$ cat src/rtl/boot_pkg.sv
// ---------------------------------------------------------------------------
// boot_pkg
// Shared types and constants for the instruction-memory boot loader:
//   - boot_state_t      : boot sequencer states
//   - SYNC_BYTE_DEFAULT : default frame start marker
//   - LEN_W / BIDX_W    : widths of the word-count field and byte-in-word index
//   - word_addr()       : byte address of instruction word <idx> from <base>
// ---------------------------------------------------------------------------
package boot_pkg;

    typedef enum logic [2:0] {
        ST_IDLE,
        ST_LEN0,
        ST_LEN1,
        ST_DATA,
        ST_CHECK,
        ST_RUN,
        ST_ERROR
    } boot_state_t;

    localparam logic [7:0]  SYNC_BYTE_DEFAULT = 8'hA5;
    localparam int unsigned LEN_W             = 16;
    localparam int unsigned BIDX_W            = 2;

    function automatic logic [31:0] word_addr(input logic [31:0]      base,
                                              input logic [LEN_W-1:0] idx);
        return base + {14'b0, idx, 2'b00};
    endfunction

endpackage

$ cat src/rtl/boot_timeout_cnt.sv
// ---------------------------------------------------------------------------
// boot_timeout_cnt
// Inter-byte idle watchdog. Loadable down-counter that is reloaded with
// TIMEOUT_CYC on every received byte or on a clear, and counts down while
// enabled. o_expire flags the TIMEOUT_CYC-th consecutive idle enabled cycle.
//
// Ports:
//   clk      in   system clock
//   rst_n    in   asynchronous active-low reset (counter -> 0)
//   i_en     in   counting enabled (frame in progress)
//   i_reload in   byte received this cycle; restart the idle window
//   i_clear  in   restart the idle window (state change / not counting)
//   o_expire out  idle window exhausted this cycle
// ---------------------------------------------------------------------------
module boot_timeout_cnt #(
    parameter int unsigned TIMEOUT_CYC = 100000
) (
    input  logic clk,
    input  logic rst_n,
    input  logic i_en,
    input  logic i_reload,
    input  logic i_clear,
    output logic o_expire
);

    localparam int unsigned     CNT_W = $clog2(TIMEOUT_CYC + 1);
    localparam logic [CNT_W-1:0] LOAD = CNT_W'(TIMEOUT_CYC);
    localparam logic [CNT_W-1:0] ONE  = CNT_W'(1);

    logic [CNT_W-1:0] r_cnt;

    always_ff @(posedge clk or negedge rst_n) begin
        if (!rst_n) begin
            r_cnt <= '0;
        end else if (i_clear || i_reload) begin
            r_cnt <= LOAD;
        end else if (i_en && (r_cnt != '0)) begin
            r_cnt <= r_cnt - ONE;
        end
    end

    // A loaded value of TIMEOUT_CYC reaches 1 on the TIMEOUT_CYC-th idle cycle.
    assign o_expire = i_en && !i_reload && (r_cnt == ONE);

endmodule

$ cat src/rtl/imem_boot_loader.sv
// ---------------------------------------------------------------------------
// imem_boot_loader
// Boot sequencer: holds the core in reset, receives a framed program image
// from the UART byte stream, writes it word by word into instruction memory,
// validates the XOR checksum and then releases the core.
// Frame: SYNC, LEN_LO, LEN_HI, N x 4 data bytes (little-endian), CHK.
//
// Ports:
//   clk        in   system clock
//   rst_n      in   asynchronous active-low reset
//   rx_valid   in   one-cycle strobe, rx_data holds a received byte
//   rx_data    in   received byte
//   imem_we    out  instruction memory write enable (one-cycle pulse)
//   imem_addr  out  write byte address, BASE_ADDR + 4*word index
//   imem_wdata out  assembled instruction word
//   core_rst_n out  active-low core reset, released only in RUN
//   boot_done  out  high in RUN
//   boot_err   out  high in ERROR
// ---------------------------------------------------------------------------
module imem_boot_loader
    import boot_pkg::*;
#(
    parameter int unsigned DEPTH_WORDS = 64,
    parameter logic [31:0] BASE_ADDR   = 32'h0000_0000,
    parameter logic [7:0]  SYNC_BYTE   = SYNC_BYTE_DEFAULT,
    parameter int unsigned TIMEOUT_CYC = 100000
) (
    input  logic        clk,
    input  logic        rst_n,
    input  logic        rx_valid,
    input  logic [7:0]  rx_data,
    output logic        imem_we,
    output logic [31:0] imem_addr,
    output logic [31:0] imem_wdata,
    output logic        core_rst_n,
    output logic        boot_done,
    output logic        boot_err
);

    boot_state_t       r_state;
    boot_state_t       w_state_next;

    logic [7:0]        r_len_lo;
    logic [LEN_W-1:0]  r_len;
    logic [LEN_W-1:0]  r_word_idx;
    logic [BIDX_W-1:0] r_byte_idx;
    logic [23:0]       r_asm;
    logic [7:0]        r_xor;

    logic              r_we;
    logic [31:0]       r_addr;
    logic [31:0]       r_wdata;
    logic              r_core_rst_n;
    logic              r_boot_done;
    logic              r_boot_err;

    logic              w_is_sync;
    logic [LEN_W-1:0]  w_len_rx;
    logic              w_last_byte;
    logic              w_last_word;
    logic              w_tmo_en;
    logic              w_tmo_clear;
    logic              w_tmo_expire;

    assign w_is_sync   = rx_valid && (rx_data == SYNC_BYTE);
    assign w_len_rx    = {rx_data, r_len_lo};
    assign w_last_byte = (r_byte_idx == BIDX_W'(3));
    assign w_last_word = (r_word_idx == (r_len - LEN_W'(1)));

    assign w_tmo_en    = (r_state == ST_LEN0) || (r_state == ST_LEN1) ||
                         (r_state == ST_DATA) || (r_state == ST_CHECK);
    assign w_tmo_clear = !w_tmo_en || (w_state_next != r_state);

    boot_timeout_cnt #(
        .TIMEOUT_CYC (TIMEOUT_CYC)
    ) u_timeout (
        .clk      (clk),
        .rst_n    (rst_n),
        .i_en     (w_tmo_en),
        .i_reload (rx_valid),
        .i_clear  (w_tmo_clear),
        .o_expire (w_tmo_expire)
    );

    // Next-state logic. w_tmo_expire is already qualified by !rx_valid.
    always_comb begin
        w_state_next = r_state;
        unique case (r_state)
            ST_IDLE: begin
                if (w_is_sync) w_state_next = ST_LEN0;
            end
            ST_LEN0: begin
                if (rx_valid)          w_state_next = ST_LEN1;
                else if (w_tmo_expire) w_state_next = ST_ERROR;
            end
            ST_LEN1: begin
                if (rx_valid) begin
                    if ({16'b0, w_len_rx} > DEPTH_WORDS) w_state_next = ST_ERROR;
                    else if (w_len_rx == '0)             w_state_next = ST_CHECK;
                    else                                 w_state_next = ST_DATA;
                end else if (w_tmo_expire) begin
                    w_state_next = ST_ERROR;
                end
            end
            ST_DATA: begin
                if (rx_valid && w_last_byte && w_last_word) w_state_next = ST_CHECK;
                else if (w_tmo_expire)                      w_state_next = ST_ERROR;
            end
            ST_CHECK: begin
                if (rx_valid)          w_state_next = (rx_data == r_xor) ? ST_RUN : ST_ERROR;
                else if (w_tmo_expire) w_state_next = ST_ERROR;
            end
            ST_RUN: begin
                w_state_next = ST_RUN;
            end
            ST_ERROR: begin
                if (w_is_sync) w_state_next = ST_LEN0;
            end
            default: begin
                w_state_next = ST_IDLE;
            end
        endcase
    end

    always_ff @(posedge clk or negedge rst_n) begin
        if (!rst_n) begin
            r_state      <= ST_IDLE;
            r_len_lo     <= '0;
            r_len        <= '0;
            r_word_idx   <= '0;
            r_byte_idx   <= '0;
            r_asm        <= '0;
            r_xor        <= '0;
            r_we         <= 1'b0;
            r_addr       <= BASE_ADDR;
            r_wdata      <= '0;
            r_core_rst_n <= 1'b0;
            r_boot_done  <= 1'b0;
            r_boot_err   <= 1'b0;
        end else begin
            r_state      <= w_state_next;
            r_we         <= 1'b0;
            // Status outputs are registered from the next state so they
            // change on the same edge that enters RUN/ERROR.
            r_core_rst_n <= (w_state_next == ST_RUN);
            r_boot_done  <= (w_state_next == ST_RUN);
            r_boot_err   <= (w_state_next == ST_ERROR);

            if (rx_valid) begin
                unique case (r_state)
                    ST_IDLE, ST_ERROR: begin
                        if (w_is_sync) begin
                            r_len_lo   <= '0;
                            r_len      <= '0;
                            r_word_idx <= '0;
                            r_byte_idx <= '0;
                            r_xor      <= '0;
                        end
                    end
                    ST_LEN0: begin
                        r_len_lo <= rx_data;
                        r_xor    <= r_xor ^ rx_data;
                    end
                    ST_LEN1: begin
                        r_len <= w_len_rx;
                        r_xor <= r_xor ^ rx_data;
                    end
                    ST_DATA: begin
                        r_xor      <= r_xor ^ rx_data;
                        r_byte_idx <= r_byte_idx + BIDX_W'(1);
                        unique case (r_byte_idx)
                            2'd0: r_asm[7:0]   <= rx_data;
                            2'd1: r_asm[15:8]  <= rx_data;
                            2'd2: r_asm[23:16] <= rx_data;
                            default: begin
                                // Byte 3 goes straight into the write word, so
                                // the assembler is free for the next word.
                                r_we       <= 1'b1;
                                r_wdata    <= {rx_data, r_asm};
                                r_addr     <= word_addr(BASE_ADDR, r_word_idx);
                                r_word_idx <= r_word_idx + LEN_W'(1);
                            end
                        endcase
                    end
                    default: begin
                    end
                endcase
            end
        end
    end

    assign imem_we    = r_we;
    assign imem_addr  = r_addr;
    assign imem_wdata = r_wdata;
    assign core_rst_n = r_core_rst_n;
    assign boot_done  = r_boot_done;
    assign boot_err   = r_boot_err;

endmodule

$ cat config.mk
export PLATFORM = sky130hd
export DESIGN_NAME = imem_boot_loader
export DESIGN_NICKNAME = d
export VERILOG_FILES = /design/src/rtl/boot_pkg.sv /design/src/rtl/boot_timeout_cnt.sv /design/src/rtl/imem_boot_loader.sv
export SDC_FILE = /design/constraint.sdc
export NUM_CORES = 1
export LEC_CHECK = 0
export CAP_MARGIN = 10
export CORE_AREA = 5 5 162 164
export CTS_CLUSTER_SIZE = 40
export DETAILED_ROUTE_END_ITERATION = 10
export DIE_AREA = 0 0 167 169
export PLACE_DENSITY = 0.47
export SLEW_MARGIN = 20
export SYNTH_ARGS = -nofsm -noshare
export SYNTH_HDL_FRONTEND = slang
export SYNTH_SLANG_ARGS = --single-unit
$ cat constraint.sdc
create_clock -name clk -period 6.36 [get_ports clk]
set_input_delay 1.59 -clock clk [delete_from_list [all_inputs] [get_ports clk]]
set_output_delay 1.59 -clock clk [all_outputs]
set_load 0.01 [all_outputs]
Yosys cells after proc, flatten, opt, wreduce, memory -nomap -nowiden
Index checks and enable logic that the tools add are counted.

operators by class
  mux-type cells = 24
  reduce and logical (&&, ||, !) cells = 34
  div/mod/pow operators = 0
  equal/unequal tests = 18
  $add $sub $neg = 4
  bitwise logic cells = 2
  shifts and indexed selects = 0
  multipliers = 0
  $lt $le $gt $ge = 1

operator list
  operator                                             count
  case mux 16 bit (2 select lines)                     2
  two-way mux 17 bit                                   2
  two-way mux 16 bit                                   2
  case mux 8 bit (2 select lines)                      2
  two-way mux 3 bit                                    8
  AND reduction 3 bit                                  8
  case mux 3 bit (6 select lines)                      1
  == test 17 x 1 -> 1 bit, second input constant       1
  nonzero test 17 bit                                  1
  subtractor 17 x 1 -> 17 bit, second input constant   1
  adder 16 x 1 -> 16 bit, second input constant        1
  == test 16 bit                                       1
  > comparator 16 x 7 -> 1 bit, second input constant  1
  zero test 16 bit                                     1
  subtractor 16 x 1 -> 16 bit, second input constant   1
  == test 3 bit, second input constant                 5
  nonzero test 2 bit                                   5
  == test 8 bit                                        1
  == test 8 bit, second input constant                 1
  two-way mux 8 bit                                    1
  XOR 8 bit                                            1
  == test 3 x 2 -> 1 bit, second input constant        2
  logical AND 1 bit                                    6
  OR reduction 3 bit                                   2
  17 further kinds                                     26

word-level totals
  input port bits = 11
  word-level logic and storage cells = 98
  latch bits = 0
  memories = 0
  bits in registers = 145
  memory bits (read-only) = 0
  memory bits (writable) = 0
  output and inout bits = 68

Depth between registers and ports, before layout
Gate-level depths: netlist of the first run.

  depth in word-level cells = 13
  mapped depth = 10

Hierarchy
A second synthesis of the first run with hierarchy kept.

second synthesis, totals
  cell total of the unflattened synthesis = 700
  area, all modules = 7355.8 µm²

modules (own cells, without submodules)
  module            seq. area each (µm²)  cells an instance  area an instance (µm²)  times used
  imem_boot_loader  3203.1                588                6274.8                  1
  boot_timeout_cnt  425.4                 112                1081.0                  1

Worst setup path after synthesis of the first run
No wires, ideal clock.

  kind = input -> register
  start point = input port rx_data[3]
  end point = register r_word_idx[5]
  slack = 2661 ps
  path buffers = 1
  stages on the path = 8
  setup time = 132 ps
  data arrival time = 3567 ps
  path through = buf_2 -> or4b_4 -> o41ai_1 -> a22oi_1 -> nor2b_1 -> or3b_1 -> xor2_1 -> nor2_1

on the way
  longest elaborated chain between the ends = 4

ends and longest elaborated chain
  what                              RTL line                 RTL
  from (decl)                       imem_boot_loader.sv:31   input logic [7:0] rx_data,
  == test 8 bit                     imem_boot_loader.sv:65   assign w_is_sync = rx_valid && (rx_data == SYNC_BYTE);
  logical AND 1 bit                 imem_boot_loader.sv:65
  != test 2 x 1 -> 1 bit (no line)  n/a
  AND reduction 4 bit (no line)     n/a
  to (signal assigned)              imem_boot_loader.sv:181  r_word_idx <= r_word_idx + LEN_W'(1);
  to (decl)                         imem_boot_loader.sv:45   logic [LEN_W-1:0] r_word_idx;

No other way between the ends.
A chain may end at the register's enable or synchronous reset.

Worst setup path after layout of the first run
  start point = input port rx_data[6]
  end point = register r_word_idx[15]

The elaborated chain is that of the path after synthesis.

==> impl_metrics.yaml, run 1 <==
synth:
  yosysUniqueCellTypes: 63
  synth_edf_count: 0
  ys_seq_area_frac: 0.501
  yosysMostFrequentCell: "nand2_1"
  ys_ff_latch: 145
  avgSynthCellArea_um2: 9.21
  ys_dominant_reg_cell: "dfrtp_1"
  yosys-top-cells-count: "nand2_1 (213), dfrtp_1 (145), o21ai_0 (50)"
  synth-warning-count: 0
  ys_async_sr_fraction: 1.00
  syn_inst: 787
  synthesis.area_um2: 7250
  yosysTopAreaCellShare: 0.501
  synth_top_cell_by_area: "dfrtp_1"
  synthTopCellsByArea: "dfrtp_1 (50%), nand2_1 (11%), mux2_2 (4.0%)"
global_route:
  grt_overflow_total: 0
  grt_pass1_wl_um: 30200
  antenna_found_initial: 0
  track_usage: 0.131
  grt_max_degree: 97
  grt_pass1_vias: 5699
floorplan:
  die_area_um2: 28200
  coreArea_um2: 24700
  die_height_um: 169
  rows: 58
  ioPinCount: 79
  initial_core_util: 0.293
  fp.dieW_um: 167
setup_path:
  worstSetupStartpointType: "input port"
  crit_required_ns: 6.65
  slowest_delay_ns: 0.65
  cp_max_fo: 10
  crit_chain: "clkdlybuf4s50_1, or4b_4, o41ai_1, a22oi_1, nor3_1, nand4_1, xor2_1, nor2_1"
  crit_path_top_delay_cell: "clkdlybuf4s50_1"
  path_class: "in2reg"
  cp_data_arrival_time_ns: 4.45
  end_kind: "flop"
layout:
  finalInstanceArea_um2: 8650
  final_cells: 1176
  syn_to_final_growth_pct: 19.3
  diodes: 0
  fin_nets: 853
  drive_gt1_frac: 0.100
run:
  drv_cap: 0
power_and_ir_drop:
  finalPower_uw: 2630
  leakage_uw: 0.00392
  peakVddDrop_v: 0.000153
  powerDensity_nw_per_um2: 304
cts:
  post_cts_resized: 0
  holdBufCountCts: 0
  cts-root-buf: "clkbuf_16"
  post_cts_buffers: 0
  cts.sink_count: 145
  htreeDepth: 4
  cts_buffers: 17
  clk_latency_ns: 0.43
  clock_path_buffers: 2
  cts_tree: "built"
  clk_pin_slew_ns: 0.07
timing:
  min_period_over_period: 0.654
  finalSetupTns_ns: 0
  finClkSkew_ns: 0.0107
  maxSlewHeadroom: 0.400
  rsz0062_at_grt: "false"
  hold_viol: 0
  setup_slack_ns: 2.20
  fmaxAchievable_ghz: 0.240
  min_period_ns: 4.16
  tightest_slew_ns: 0.901
  setup_viol: 0
  slew_viol_final: 0
placement:
  hpwl_um: 11700
  dp_slack_ns: 1.72
  dpl_cell_area_um2: 8100
  dp.cells: 1144
  gp_congestion: 0.812
  io_buffers: 62
route:
  initialDrtViolationCount: 239
  drcViolationCount: 0
  wl_met2_um: 8220
  wl_per_cell_um: 15.1
  wl_met1_um: 8680
  ant_nets: 0
  viasPerCell: 4.66
  drt-total-wl_um: 17700
  num_vias: 5476
  routed.top_layer: "met4"
  wl_met3_um: 626
  drtPass1Iterations: 4
worst_hold_path:
  hp-class: "reg2reg"
run_status:
  status: "completed"
## power by group
| group | switching (µW) | internal, µW |
|---|---|---|
| combinational | 281 | 232 |
| clock | 437 | 516 |
| sequential | 134 | 1030 |
| total | 852 | 1780 |
## state kept, by name, summed over array words and instances (netlist names)
register and cells:
boot_done 1, u_timeout.r_cnt 17, r_xor 8, imem_we 1, imem_addr 16, r_len_lo 8
r_asm 24, r_byte_idx 2, r_word_idx 16, r_state 3, r_len 16, imem_wdata 32
boot_err 1
## worst max-delay path, delay by kind of cell
kind	cells	cell delay [ns]
AND/OR/NAND/NOR	4	1.48
XOR/XNOR	1	0.17
AO/OA/AOI/OAI	2	0.56
buffers and inverters	1	0.65
## per-stage QoR
stage / hold WS (ns) / util
after floorplan: 0.433 / -
after CTS: 0.468 / 0.349
after global routing: 0.490 / 0.349
after global placement: 0.445 / 0.327
final: 0.460 / 0.349
after detailed placement: 0.452 / 0.327
## cell type report
type / instances / area [µm²]
fill: 2618 / 16100
sequential: 145 / 3630
multi-input combinational: 582 / 3310
timing repair buffer: 70 / 682
clock buffer: 19 / 433
tap: 330 / 413
clock inverter: 13 / 119
inverter: 17 / 63.8
## layer usage
metal / vias to the layer above / global-route usage
met3: 14 / 0.0278
met1: 2675 / 0.179
met2: 85 / 0.213
li1: 2702 / -
met4: 0 / 0.0320
met5: - / 0
## final timing paths
check | slack [ns] | startpoint | cells past startpoint | endpoint
max | 2.20 | rx_data[6] | 8 | r_word_idx[15]$_DFFE_PN0P_
min | 0.46 | r_asm[14]$_DFFE_PN0P_ | 2 | imem_wdata[14]$_DFFE_PN0P_
max reg2reg | 3.31 | r_len[0]$_DFFE_PN0P_ | 9 | boot_err$_DFF_PN0_
min reg2reg | 0.46 | r_asm[14]$_DFFE_PN0P_ | 2 | imem_wdata[14]$_DFFE_PN0P_
max in group asynchronous | 3.85 | rst_n | 2 | u_timeout.r_cnt[15]$_DFFE_PN0P_
min in group asynchronous | 1.25 | rst_n | 1 | imem_addr[13]$_DFFE_PN0P_
## kinds of logic (layout without fill, tap and decap cells)
kind of cell / after synthesis / in the layout / synth area share
and+or+nand+nor: 376 / 376 / 0.243
xor gates and xnor gates: 49 / 49 / 0.0592
other: 1 / 16 / 0.000517
muxes: 26 / 26 / 0.0404
adders and majority gates: 9 / 9 / 0.0155
buffers and inverters: 75 / 119 / 0.0518
DFF: 145 / 145 / 0.501
AOI/OAI and AO/OA: 106 / 106 / 0.0892
## placed cells by master (no fill, tap or decap), types with 12 or more instances in the layout
master           instances
dfrtp_1                145
nand2_1                212
clkdlybuf4s50_1         61
nand2b_1                19
mux2_2                  26
nor3_1                  15
o21ai_0                 50
xor2_1                  28
nor2_1                  48
a21oi_1                 12
conb_1                  16
clkbuf_16               17
inv_1                   15
xnor2_1                 21
Note: power is estimated with default switching activity, not from simulation.
==> inputs of run 2 (changes only) <==
==> constraint.sdc (replaced) <==
create_clock -name clk -period 4.05 [get_ports clk]
set_input_delay 1.0125 -clock clk [delete_from_list [all_inputs] [get_ports clk]]
set_output_delay 1.0125 -clock clk [all_outputs]
set_load 0.01 [all_outputs]
==> run 2 against run 1 <==
Utilization grew 0.62 points. Clock-buffer cell count up 1. Largest cell class unchanged. Combinational power is 59% higher. Non-clock buffer count increased by 12. Sequential cell count unchanged. Setup slack got worse by 1.5 ns. Global-route usage increased by 0.35 points. Critical path depth unchanged. Critical endpoint is now u_timeout.r_cnt[16]$_DFFE_PN0P_. Die area unchanged.
==> impl_metrics.yaml, run 2 (synthesized netlist as in run 1, its figures left out) <==
power_and_ir_drop:
  finalPower_uw: 4270
  seqPwrFrac: 0.427
  p_switching_uw: 1330
  p_clk_frac: 0.381
  leakage_uw: 0.00402
  switching_share: 0.311
  combPwrFrac: 0.192
  internal_power_uw: 2940
  powerDensity_nw_per_um2: 485
  peakVddDrop_v: 0.000230
placement:
  hpwl_um: 12600
  io_buffers: 62
  gp_congestion: 0.774
  dpl_cell_area_um2: 8200
setup_path:
  crit_start: "rx_data[0]"
  end_kind: "flop"
  cp_max_fo: 17
  cp_data_arrival_time_ns: 3.62
  path_class: "in2reg"
  worstSetupStartpointType: "input port"
  crit_required_ns: 4.36
  r2r_start: "r_len[0]$_DFFE_PN0P_"
layout:
  final_cell_mix: "nand2_1 (212), dfrtp_1 (145), clkdlybuf4s50_1 (61)"
  finalInstanceArea_um2: 8800
  final_common_cell: "nand2_1"
  syn_to_final_growth_pct: 21.4
  fillers: 2553
  diodes: 0
  fin_nets: 865
  drive_gt1_frac: 0.113
  largest_reg_flops: 32
timing:
  finalSetupTns_ns: 0
  slew_viol_final: 0
  min_period_over_period: 0.816
  min_period_ns: 3.31
  maxSlewHeadroom: 0.512
  fmaxAchievable_ghz: 0.302
  rsz0062_at_grt: "false"
  finClkSkew_ns: 0.0134
  hold_viol: 0
  setup_viol: 0
  tightest_slew_ns: 0.732
cts:
  htreeDepth: 4
  clk_pin_slew_ns: 0.06
  cts_buffers: 17
  clk_latency_ns: 0.43
  clock_path_buffers: 2
  post_cts_buffers: 0
  post_cts_resized: 0
  cts.sink_count: 145
  cts-root-buf: "clkbuf_16"
  cts_tree: "built"
  holdBufCountCts: 0
global_route:
  grt_max_degree: 73
  grt_pass1_vias: 5564
  grt_pass1_wl_um: 30600
  antenna_found_initial: 0
  grt_overflow_total: 0
  track_usage: 0.134
run_status:
  status: "completed"
floorplan:
  coreArea_um2: 24700
  die_height_um: 169
  die_area_um2: 28200
  rows: 58
  initial_core_util: 0.293
  fp.dieW_um: 167
  ioPinCount: 79
route:
  initialDrtViolationCount: 357
  wl_per_cell_um: 15.5
  ant_nets: 0
  drt-total-wl_um: 18400
  num_vias: 5536
  drcViolationCount: 0
  viasPerCell: 4.66
  drtPass1Iterations: 5
worst_hold_path:
  min_from: "r_asm[11]$_DFFE_PN0P_"
  hp-class: "reg2reg"
run:
  drv_cap: 0
==> run 2: changes by cell type in the layout (fill, tap and decap cells not counted), moves of 2 or more <==
| cell | previous run | this run |
|---|---|---|
| clkinv_4 | 2 | 4 |
| clkbuf_8 | 0 | 2 |
| buf_4 | 8 | 19 |
| bufinv_16 | 0 | 2 |
| inv_8 | 4 | 1 |
==> run 2: path summary, 6_finish.rpt <==
kind,endpoint,slack [ns],cells after the start
hold / removal,imem_wdata[11]$_DFFE_PN0P_,0.46,2
setup / recovery,u_timeout.r_cnt[16]$_DFFE_PN0P_,0.74,8
setup reg to reg,boot_err$_DFF_PN0_,0.99,9
max in group asynchronous,r_len_lo[4]$_DFFE_PN0P_,2.63,2
min in group asynchronous,imem_wdata[2]$_DFFE_PN0P_,0.61,1
hold reg to reg,imem_wdata[11]$_DFFE_PN0P_,0.46,2
==> run 2: stage by stage <==
| step | setup slack, ns | cells | util | hold slack, ns |
|---|---|---|---|---|
| global placement | 0.354 | 1156 | 0.331 | 0.444 |
| detailed placement | 0.297 | 1156 | 0.331 | 0.451 |
| finish | 0.743 | 1188 | 0.356 | 0.458 |
| floorplan | 0.929 | 802 | - | 0.433 |
| CTS | 0.743 | 1188 | 0.356 | 0.467 |
| global route | 0.568 | 1188 | 0.356 | 0.487 |
==> run 2: final cells by class <==
cell class | count | area (µm²) | share of cell area
inverters | 17 | 63.8 | 0.00725
multi-input cells | 582 | 3310 | 0.376
flip-flops and latches | 145 | 3630 | 0.412
repair buffers | 82 | 785 | 0.0891
clock inverters | 12 | 146 | 0.0166
well taps | 330 | 413 | 0.0469
clock buffers | 20 | 457 | 0.0519
==> run 2: layer usage <==
layer | routed length (µm) | global-route usage | part of all wire | up-vias
met1 | 9100 | 0.184 | 0.50 | 2714
met2 | 8610 | 0.217 | 0.47 | 85
met3 | 516 | 0.0292 | 0.028 | 11
li1 | - | - | - | 2726
met4 | 159 | 0.0334 | 0.0086 | 0
met5 | 0 | 0 | 0 | -
==> run 2: power groups by stage <==
stage	logic [µW]	clock network [µW]	registers, µW
floorplan	701	0	1760
global placement	819	0	1840
detailed placement	823	0	1850
CTS	827	1670	1820
global route	926	1730	1860
finish	817	1630	1820
==> run 2: worst max-delay path: stages <==
cell	delay, ns
clkdlybuf4s50_1	0.62
xor2_1	0.24
nor4_1	0.33
nand4_1	0.24
a21boi_0	0.30
nor4_1	0.09
a2111o_2	0.57
a21o_1	0.21
